==> src/rtl/sync_pkg.sv <==
`default_nettype none
// +----------------------------------------------------------------------------+
// | Package     : sync_pkg                                                     |
// | Description : Shared definitions for the sync pulse sequencer: FSM state   |
// |               encoding, default field widths and the minimum-period rule.  |
// | Revision    : 1.0 - initial release                                        |
// +----------------------------------------------------------------------------+
package sync_pkg;

   // Default widths of the timing fields and the pulse counter
   localparam int unsigned SYNC_TIME_BITS_DEF = 32;
   localparam int unsigned SYNC_CNT_BITS_DEF  = 16;

   // Sequencer state enumeration
   localparam int unsigned SYNC_STATE_BITS = 3;
   localparam logic [2:0] c_ST_IDLE  = 3'd0;
   localparam logic [2:0] c_ST_DELAY = 3'd1;
   localparam logic [2:0] c_ST_PULSE = 3'd2;
   localparam logic [2:0] c_ST_WAIT  = 3'd3;
   localparam logic [2:0] c_ST_TAIL  = 3'd4;

   // Smallest legal pulse spacing: the full pulse plus one low cycle
   function automatic int unsigned sync_min_period(input int unsigned pulse_length);
      return pulse_length + 1;
   endfunction

endpackage
`default_nettype wire

==> src/rtl/sync_pulse_gen.sv <==
`default_nettype none
// +----------------------------------------------------------------------------+
// | Module      : sync_pulse_gen                                               |
// | Description : Fixed-length pulse stretcher. A one-cycle request produces a |
// |               registered output pulse PULSE_LENGTH cycles wide, starting   |
// |               one cycle after the request.                                 |
// | Revision    : 1.0 - initial release                                        |
// |                                                                            |
// | Ports       : clock        in  system clock                                |
// |               reset_n      in  asynchronous active-low reset               |
// |               i_pulse_req  in  one-cycle pulse request                     |
// |               o_sync_out   out stretched sync pulse                        |
// |               o_gen_idle   out no output high cycle remains after this one |
// +----------------------------------------------------------------------------+
module sync_pulse_gen #(
   parameter int unsigned PULSE_LENGTH = 2
) (
   input  logic clock,
   input  logic reset_n,
   input  logic i_pulse_req,
   output logic o_sync_out,
   output logic o_gen_idle
);

   localparam int unsigned c_CW = $clog2(PULSE_LENGTH + 1);

   logic            r_sync;
   logic [c_CW-1:0] r_cnt;   // high cycles still to come after the current one

   always_ff @(posedge clock or negedge reset_n) begin
      if (!reset_n) begin
         r_sync <= 1'b0;
         r_cnt  <= '0;
      end else if (i_pulse_req) begin
         r_sync <= 1'b1;
         r_cnt  <= c_CW'(PULSE_LENGTH - 1);
      end else if (r_cnt != '0) begin
         r_cnt  <= r_cnt - c_CW'(1);
      end else begin
         r_sync <= 1'b0;
      end
   end

   assign o_sync_out = r_sync;
   // Asserted in the last high cycle (or when already low), so the sequencer
   // can retire its burst on the very edge at which the output drops.
   assign o_gen_idle = (r_cnt == '0) && !i_pulse_req;

endmodule
`default_nettype wire

==> src/rtl/sync_pulse_sequencer.sv <==
`default_nettype none
// +----------------------------------------------------------------------------+
// | Module      : sync_pulse_sequencer                                         |
// | Description : Programmable sync burst scheduler. After an accepted start   |
// |               it waits cfg_delay cycles, then issues cfg_count pulses of   |
// |               PULSE_LENGTH cycles, spaced cfg_period cycles apart.         |
// | Revision    : 1.0 - initial release                                        |
// |                                                                            |
// | Ports       : clock        in  system clock                                |
// |               reset_n      in  asynchronous active-low reset               |
// |               start        in  one-cycle start command (IDLE only)         |
// |               abort        in  one-cycle abort command (non-IDLE only)     |
// |               cfg_delay    in  cycles from acceptance to first pulse req   |
// |               cfg_period   in  cycles between pulse requests               |
// |               cfg_count    in  pulses per burst                            |
// |               busy         out high while not IDLE                         |
// |               done         out strobe on normal burst completion           |
// |               aborted      out strobe on accepted abort                    |
// |               cfg_error    out sticky, set by a rejected start             |
// |               pulse_index  out pulses issued in current/last burst         |
// |               sync_out     out sync pulse output                           |
// +----------------------------------------------------------------------------+
module sync_pulse_sequencer
   import sync_pkg::*;
#(
   parameter int unsigned PULSE_LENGTH = 2,
   parameter int unsigned TIME_BITS    = SYNC_TIME_BITS_DEF,
   parameter int unsigned CNT_BITS     = SYNC_CNT_BITS_DEF
) (
   input  logic                 clock,
   input  logic                 reset_n,
   input  logic                 start,
   input  logic                 abort,
   input  logic [TIME_BITS-1:0] cfg_delay,
   input  logic [TIME_BITS-1:0] cfg_period,
   input  logic [CNT_BITS-1:0]  cfg_count,
   output logic                 busy,
   output logic                 done,
   output logic                 aborted,
   output logic                 cfg_error,
   output logic [CNT_BITS-1:0]  pulse_index,
   output logic                 sync_out
);

   localparam logic [TIME_BITS-1:0] c_MIN_PERIOD = TIME_BITS'(sync_min_period(PULSE_LENGTH));

   logic [SYNC_STATE_BITS-1:0] r_state;
   logic [TIME_BITS-1:0]       r_timer;
   logic [TIME_BITS-1:0]       r_period;
   logic [CNT_BITS-1:0]        r_count;
   logic [CNT_BITS-1:0]        r_index;
   logic                       r_done;
   logic                       r_aborted;
   logic                       r_cfg_error;

   logic w_cfg_ok;
   logic w_pulse_req;
   logic w_last_pulse;
   logic w_gen_idle;
   logic w_sync;

   assign w_cfg_ok     = (cfg_count != '0) && (cfg_period >= c_MIN_PERIOD);
   assign w_pulse_req  = (r_state == c_ST_PULSE);
   assign w_last_pulse = ((r_index + CNT_BITS'(1)) == r_count);

   always_ff @(posedge clock or negedge reset_n) begin
      if (!reset_n) begin
         r_state     <= c_ST_IDLE;
         r_timer     <= '0;
         r_period    <= '0;
         r_count     <= '0;
         r_index     <= '0;
         r_done      <= 1'b0;
         r_aborted   <= 1'b0;
         r_cfg_error <= 1'b0;
      end else begin
         r_done    <= 1'b0;
         r_aborted <= 1'b0;

         // Every PULSE cycle issues a request, even one cut short by abort,
         // so the index always counts the pulses that really go out.
         if (w_pulse_req) begin
            r_index <= r_index + CNT_BITS'(1);
         end

         if (r_state == c_ST_IDLE) begin
            // abort is meaningless here; a coincident start still wins
            if (start) begin
               if (w_cfg_ok) begin
                  r_period    <= cfg_period;
                  r_count     <= cfg_count;
                  r_index     <= '0;
                  r_cfg_error <= 1'b0;
                  if (cfg_delay == '0) begin
                     r_state <= c_ST_PULSE;
                     r_timer <= '0;
                  end else begin
                     r_state <= c_ST_DELAY;
                     r_timer <= cfg_delay - TIME_BITS'(1);
                  end
               end else begin
                  r_cfg_error <= 1'b1;
               end
            end
         end else if (abort) begin
            // The pulse generator is left alone so an in-flight pulse
            // finishes at full length.
            r_state   <= c_ST_IDLE;
            r_timer   <= '0;
            r_aborted <= 1'b1;
         end else begin
            case (r_state)
               c_ST_DELAY, c_ST_WAIT: begin
                  if (r_timer == '0) begin
                     r_state <= c_ST_PULSE;
                  end else begin
                     r_timer <= r_timer - TIME_BITS'(1);
                  end
               end
               c_ST_PULSE: begin
                  if (w_last_pulse) begin
                     r_state <= c_ST_TAIL;
                  end else begin
                     // PULSE cycle plus (period-1) WAIT cycles = period
                     r_timer <= r_period - TIME_BITS'(2);
                     r_state <= c_ST_WAIT;
                  end
               end
               c_ST_TAIL: begin
                  if (w_gen_idle) begin
                     r_done  <= 1'b1;
                     r_state <= c_ST_IDLE;
                  end
               end
               default: begin
                  r_state <= c_ST_IDLE;
               end
            endcase
         end
      end
   end

   sync_pulse_gen #(
      .PULSE_LENGTH (PULSE_LENGTH)
   ) u_pulse_gen (
      .clock       (clock),
      .reset_n     (reset_n),
      .i_pulse_req (w_pulse_req),
      .o_sync_out  (w_sync),
      .o_gen_idle  (w_gen_idle)
   );

   assign busy        = (r_state != c_ST_IDLE);
   assign done        = r_done;
   assign aborted     = r_aborted;
   assign cfg_error   = r_cfg_error;
   assign pulse_index = r_index;
   assign sync_out    = w_sync;

endmodule
`default_nettype wire

==> config.mk <==
export PLATFORM = sky130hd
export DESIGN_NAME = sync_pulse_sequencer
export DESIGN_NICKNAME = d
export VERILOG_FILES = /design/src/rtl/sync_pkg.sv /design/src/rtl/sync_pulse_gen.sv /design/src/rtl/sync_pulse_sequencer.sv
export SDC_FILE = /design/constraint.sdc
export NUM_CORES = 1
export LEC_CHECK = 0
export BUFFER_PORTS_ARGS = -buffer_cell sky130_fd_sc_hd__buf_2
export CAP_MARGIN = 25
export CORE_MARGIN = 1
export CORE_UTILIZATION = 30
export CTS_CLUSTER_DIAMETER = 50
export CTS_CLUSTER_SIZE = 20
export DETAILED_ROUTE_END_ITERATION = 6
export PLACE_DENSITY = 0.58
export SLEW_MARGIN = 10
export SYNTH_ARGS = -nofsm -noshare
export SYNTH_HDL_FRONTEND = slang
export SYNTH_SLANG_ARGS = --single-unit
==> constraint.sdc <==
create_clock -name clock -period 3.62 [get_ports clock]
set_clock_uncertainty 0.2 [all_clocks]
set_input_delay 0.362 -clock clock [delete_from_list [all_inputs] [get_ports clock]]
set_output_delay 0.362 -clock clock [all_outputs]
set_load 0.05 [all_outputs]
==> results.py, run 1 <==
metrics = {
    "status": {
        "status": "finished clean",
    },
    "clock_tree": {
        "root_buffer": "clkbuf_16",
        "cts.sinks": 105,
        "clockBufferDepth": 2,
        "clkTransAtPathRegs_ps": 80,
        "cts_tree": "built",
        "cts_setup_buffers": 0,
        "cts-buffers-inserted": 9,
        "htreeDepth": 3,
        "clk_latency_ps": 350,
    },
    "global_route": {
        "overflow": 0,
        "track_usage": 0.178,
        "grt_pass1_wl_mm": 33.8,
        "antenna_found_initial": 0,
        "grt_max_degree": 94,
        "grt_pass1_vias": 6354,
    },
    "detailed_routing": {
        "route.layer.met1.wl_mm": 10.6,
        "num_vias": 6551,
        "maxUsedRoutingLayer": "met4",
        "drc_errors": 0,
        "avgRoutedWirePerCell_um": 16.0,
        "drt_iter0_drc": 415,
        "routed_wl_mm": 20.8,
        "wl_met3_um": 928,
        "wl_met2_mm": 8.95,
        "drt-vias-per-instance": 5.03,
        "ant_nets": 0,
        "drtPass1Iterations": 5,
    },
    "sta": {
        "final.period_utilization": 0.919,
        "worstMarginPinSlew_ps": 720,
        "finalHoldViolCount": 0,
        "min_period_ps": 3330,
        "slew_violations": 0,
        "setup_viol": 0,
        "setup_tns_ps": 0,
        "fmax_ghz": 0.300,
        "slew_headroom": 0.519,
        "rsz0062_at_grt": "false",
    },
    "final_layout": {
        "fin_nets": 1074,
        "finalCoreUtilization": 0.364,
        "drive_gt1_frac": 0.175,
        "insertedDiodeCount": 0,
        "area_growth_pct": 18.4,
    },
    "pwr": {
        "max-vdd-ir-drop_mv": 0.251,
        "p_leak_nw": 3.61,
        "p_per_area_nw_per_um2": 705,
        "power.total_mw": 5.85,
    },
    "critical_path": {
        "startpoint_type": "flip-flop",
        "critPathRequiredTime_ps": 3650,
        "cp.depth": 9,
        "endpoint_kind": "flip-flop",
        "crit_family": "simple AND/OR/NAND/NOR gates",
        "slowest_stage": "or4_4",
        "arrival_ps": 3360,
        "path_class": "reg -> reg",
        "critPathBufInv": 1,
        "critPathMaxStageDelay_ps": 580,
        "rr_worst_depth": 9,
        "critPathMaxFanout": 18,
        "path_cells": "or4_4, nor4_4, nand2_1, or3_1, o221ai_1, o21bai_4, buf_4, nor2b_1, a21oi_1",
    },
    "placed_design": {
        "numPortBuffers": 104,
        "dp_hpwl_mm": 15.5,
        "gp_congestion": 0.849,
    },
    "logic_synthesis": {
        "synthCells": 881,
        "ys_ff_latch": 105,
        "avgSynthCellArea_um2": 7.96,
        "synth_edf_count": 0,
        "syn_nets": 971,
        "yosys_warnings": 0,
        "ys_types": 66,
        "ys.flop_type": "dfrtp_1",
        "ys_seq_area_frac": 0.375,
        "synth_area_um2": 7010,
        "async_reset_ff_frac": 1.00,
    },
    "floorplan": {
        "die_area_um2": 24000,
        "row_count": 55,
        "die_w_um": 155,
        "die_y_um": 155,
        "core_area_um2": 22800,
        "start_util": 0.308,
        "pin_count": 105,
    },
    "min_path": {
        "min_path_cells": 3,
        "hp-class": "in -> reg",
    },
    "run": {
        "maxCapViolations": 0,
    },
}
## power breakdown
group | switching, mW | internal (mW)
logic | 1.62 | 1.07
registers | 0.552 | 1.63
clock network | 0.481 | 0.496
## synth_stat cells (all sizes together), types with 3 or more instances
cell type / instances / area share
or4: 19 / 0.022
o31ai: 5 / 0.0054
nor3b: 4 / 0.0043
nand3: 22 / 0.016
a211oi: 8 / 0.0093
xnor2: 58 / 0.072
nor4b: 3 / 0.0059
nor2: 78 / 0.042
buf: 15 / 0.012
inv: 14 / 0.0075
nor3: 35 / 0.025
a22oi: 3 / 0.0032
nor2b: 4 / 0.0036
dfrtp: 105 / 0.37
and3: 6 / 0.0054
ha: 6 / 0.011
nand2: 219 / 0.12
o22ai: 5 / 0.0045
nor4: 41 / 0.041
or3: 11 / 0.0098
a32oi: 8 / 0.010
nand4: 9 / 0.0089
nand2b: 5 / 0.0045
a21oi: 28 / 0.021
nand3b: 4 / 0.0043
clkbuf: 26 / 0.014
a31oi: 5 / 0.0045
o32ai: 3 / 0.0037
o21ai: 44 / 0.031
a311oi: 4 / 0.0050
xor2: 49 / 0.061
or2: 9 / 0.0080
## routing by layer
metal | vias to the layer above | track usage
met5 | - | 0
li1 | 3292 | -
met4 | 0 | 0.0552
met1 | 3092 | 0.259
met2 | 150 | 0.267
met3 | 17 | 0.0290
## through the flow
stage	area (µm²)	std cells	hold slack (ps)	setup WS, ps
after floorplan	7010	881	-134	347
after global placement	7980	1283	22.3	238
after detailed placement	7990	1284	24.0	228
after CTS	8290	1301	2.09	210
after global routing	8300	1302	14.7	83.0
final	8300	1302	13.0	292
## cell type report
type	count	area, µm²
Timing Repair Buffer	132	764
Clock buffer	10	239
Clock inverter	6	51.3
Inverter	14	52.6
Tap cell	313	392
Sequential cell	105	2630
Multi-Input combinational cell	722	4180
Fill cell	2404	14500
## flip-flops by register name (all words and copies together) (netlist names)
signal	cells
u_pulse_gen.o_sync_out	1
r_period	32
r_state	3
r_count	16
aborted	1
r_timer	32
pulse_index	16
done	1
cfg_error	1
u_pulse_gen.r_cnt	2
## cell usage in the layout (no fill, tap or decap), types with 22 or more instances in the layout
master / instances
o21ai_0: 42
a21oi_1: 27
nand2_1: 219
xor2_1: 49
nor2_1: 77
nand3_1: 22
buf_4: 25
dfrtp_1: 105
xnor2_1: 58
buf_2: 103
nor4_1: 38
nor3_1: 35
## logic make-up after synthesis
kind of cell / count (synthesis) / synth area share
and+or+nand+nor: 475 / 0.324
AOI/OAI and AO/OA: 130 / 0.118
xor gates and xnor gates: 107 / 0.134
DFF: 105 / 0.375
buffers and inverters: 55 / 0.0343
adders and majority gates: 6 / 0.0107
muxes: 3 / 0.00464
## worst paths after layout
path,from,slack [ps],endpoint
min in group asynchronous,reset_n,190,r_count[14]
max,r_timer[12],290,r_timer[24]
min,cfg_period[25],10,r_period[25]
max in group asynchronous,reset_n,2260,r_timer[5]
max reg2reg,r_timer[12],290,r_timer[24]
min reg2reg,cfg_error,310,cfg_error
## tightest hold or removal path: cells and delay by family
kind / cells / cell delay [ps]
buffers and inverters: 1 / 90
and+or+nand+nor: 2 / 80
## timing repair
action | CTS | global route
hold buffers | 1 | 0
gates resized for setup | 0 | 0
hold endpoints to repair | 12 | 0
setup endpoints to repair | 0 | 2
(Power assumes the default switching activity.)
==> run 2: changes to the inputs <==
Settings changed: BUFFER_PORTS_ARGS -buffer_cell sky130_fd_sc_hd__buf_2 to default, CORE_ASPECT_RATIO from default to 1.75, DONT_BUFFER_PORTS from default to 1, PLACE_DENSITY 0.58 to 0.55.
==> results.py, run 2 (synthesis results as in run 1) <==
metrics = {
    "status": {
        "status": "finished clean",
    },
    "placed_design": {
        "dp_hpwl_mm": 16.5,
        "post_dp_cell_area_um2": 7490,
        "gp_congestion": 0.842,
        "dp_worst_setup_slack_ps": 174,
        "numPortBuffers": 0,
    },
    "clock_tree": {
        "clockBufferDepth": 2,
        "clk_latency_ps": 370,
        "root_buffer": "clkbuf_16",
        "cts_tree": "built",
        "cts-buffers-inserted": 9,
        "htreeDepth": 3,
        "cts.sinks": 105,
        "clkTransAtPathRegs_ps": 80,
    },
    "sta": {
        "fin_ws_ps": 261,
        "rsz0062_at_grt": "false",
        "fmax_ghz": 0.298,
        "slew_violations": 0,
        "setup_viol": 0,
        "min_period_ps": 3360,
        "setup_tns_ps": 0,
        "slew_headroom": 0.417,
        "final.period_utilization": 0.928,
        "worstMarginPinSlew_ps": 874,
        "finalHoldViolCount": 0,
    },
    "pwr": {
        "switching_share": 0.453,
        "power.total_mw": 5.78,
        "p_leak_nw": 3.44,
        "power.clock.fraction": 0.169,
        "max-vdd-ir-drop_mv": 0.359,
        "power.switching_mw": 2.62,
        "p_per_area_nw_per_um2": 693,
        "p_comb_frac": 0.443,
        "seq_power_share": 0.388,
        "p_int_mw": 3.16,
    },
    "floorplan": {
        "start_util": 0.307,
        "die_y_um": 204,
        "row_count": 73,
        "core_area_um2": 22800,
        "die_area_um2": 24000,
        "pin_count": 105,
        "die_w_um": 118,
    },
    "detailed_routing": {
        "avgRoutedWirePerCell_um": 17.9,
        "routed_wl_mm": 22.3,
        "drc_errors": 0,
        "drtPass1Iterations": 4,
        "drt-vias-per-instance": 5.26,
        "ant_nets": 0,
        "num_vias": 6542,
        "drt_iter0_drc": 247,
    },
    "final_layout": {
        "reg_top3": "r_period: 32 flops, r_timer: 32 flops",
        "insertedDiodeCount": 0,
        "mostFrequentLayoutCells": "nand2_1 (219), dfrtp_1 (105), nor2_1 (77)",
        "drive_gt1_frac": 0.0837,
        "design_area_um2": 8340,
        "fin_nets": 1029,
        "area_growth_pct": 18.9,
        "layout_commonest_cell": "nand2_1",
    },
    "critical_path": {
        "critPathRequiredTime_ps": 3700,
        "path_class": "reg -> reg",
        "startpoint_type": "flip-flop",
        "endpoint_kind": "flip-flop",
        "critPathMaxFanout": 18,
        "arrival_ps": 3440,
    },
    "global_route": {
        "antenna_found_initial": 0,
        "overflow": 0,
        "grt_max_degree": 106,
        "grt_pass1_vias": 6676,
        "track_usage": 0.188,
        "grt_pass1_wl_mm": 35.5,
    },
    "run": {
        "maxCapViolations": 0,
    },
    "min_path": {
        "hp-class": "in -> reg",
    },
}
-- run 2: critical path, cell delays in order (launching register included) --
cell	delay, ps
dfrtp_1	420
or4_1	680
nor4_4	250
nand2_1	170
or3_1	450
o221ai_2	310
o21bai_4	350
buf_4	270
o21ai_0	90
o21ai_0	100
-- run 2: routing by layer --
metal	GRT usage	share of wire	vias up
met5	0	0	-
met4	0.0833	0.031	0
met3	0.0432	0.055	36
met2	0.346	0.53	176
met1	0.205	0.38	3127
li1	-	-	3203
-- run 2: through the flow --
stage | instances | hold WS, ps | utilization
finish | 1244 | 82.2 | 0.365
global route | 1244 | 74.3 | 0.365
CTS | 1243 | 71.5 | 0.364
detailed placement | 1175 | -130 | 0.328
global placement | 1175 | -130 | 0.328
floorplan | 881 | -134 | -
-- run 2: cell type report --
type | instances | area, µm²
repair buffers | 87 | 813
inverters | 14 | 52.6
fillers | 2461 | 14500
well taps | 300 | 375
clock inverters | 7 | 60.1
clock buffers | 9 | 225
multi-input cells | 722 | 4180
flip-flops and latches | 105 | 2630
-- run 2: what timing repair did --
item / CTS / global route
buffers inserted: 0 / 0
hold endpoints to repair: 157 / 0
resized for setup: 0 / 1
setup endpoints to repair: 0 / 3
hold buffers: 52 / 0
-- run 2: power groups by stage --
stage	sequential (mW)	combinational (mW)	clock (mW)
2_1_floorplan	2.10	1.92	0
3_3_place_gp	2.25	2.44	0
3_5_place_dp	2.26	2.48	0
4_1_cts	2.24	2.56	0.998
5_1_grt	2.32	2.89	1.04
6_report	2.24	2.56	0.976
-- run 2: worst paths after layout --
| path | from | end | slack, ps | depth (start not counted) |
|---|---|---|---|---|
| worst max-delay path | r_timer[8] | r_timer[28] | 260 | 9 |
| worst min-delay path | cfg_delay[25] | r_timer[25] | 80 | 3 |
| worst max register to register | r_timer[8] | r_timer[28] | 260 | 9 |
| worst min register to register | r_count[1] | r_count[1] | 310 | 2 |
| max in group asynchronous | reset_n | r_timer[7] | 2370 | 2 |
| min in group asynchronous | reset_n | pulse_index[11] | 360 | 2 |
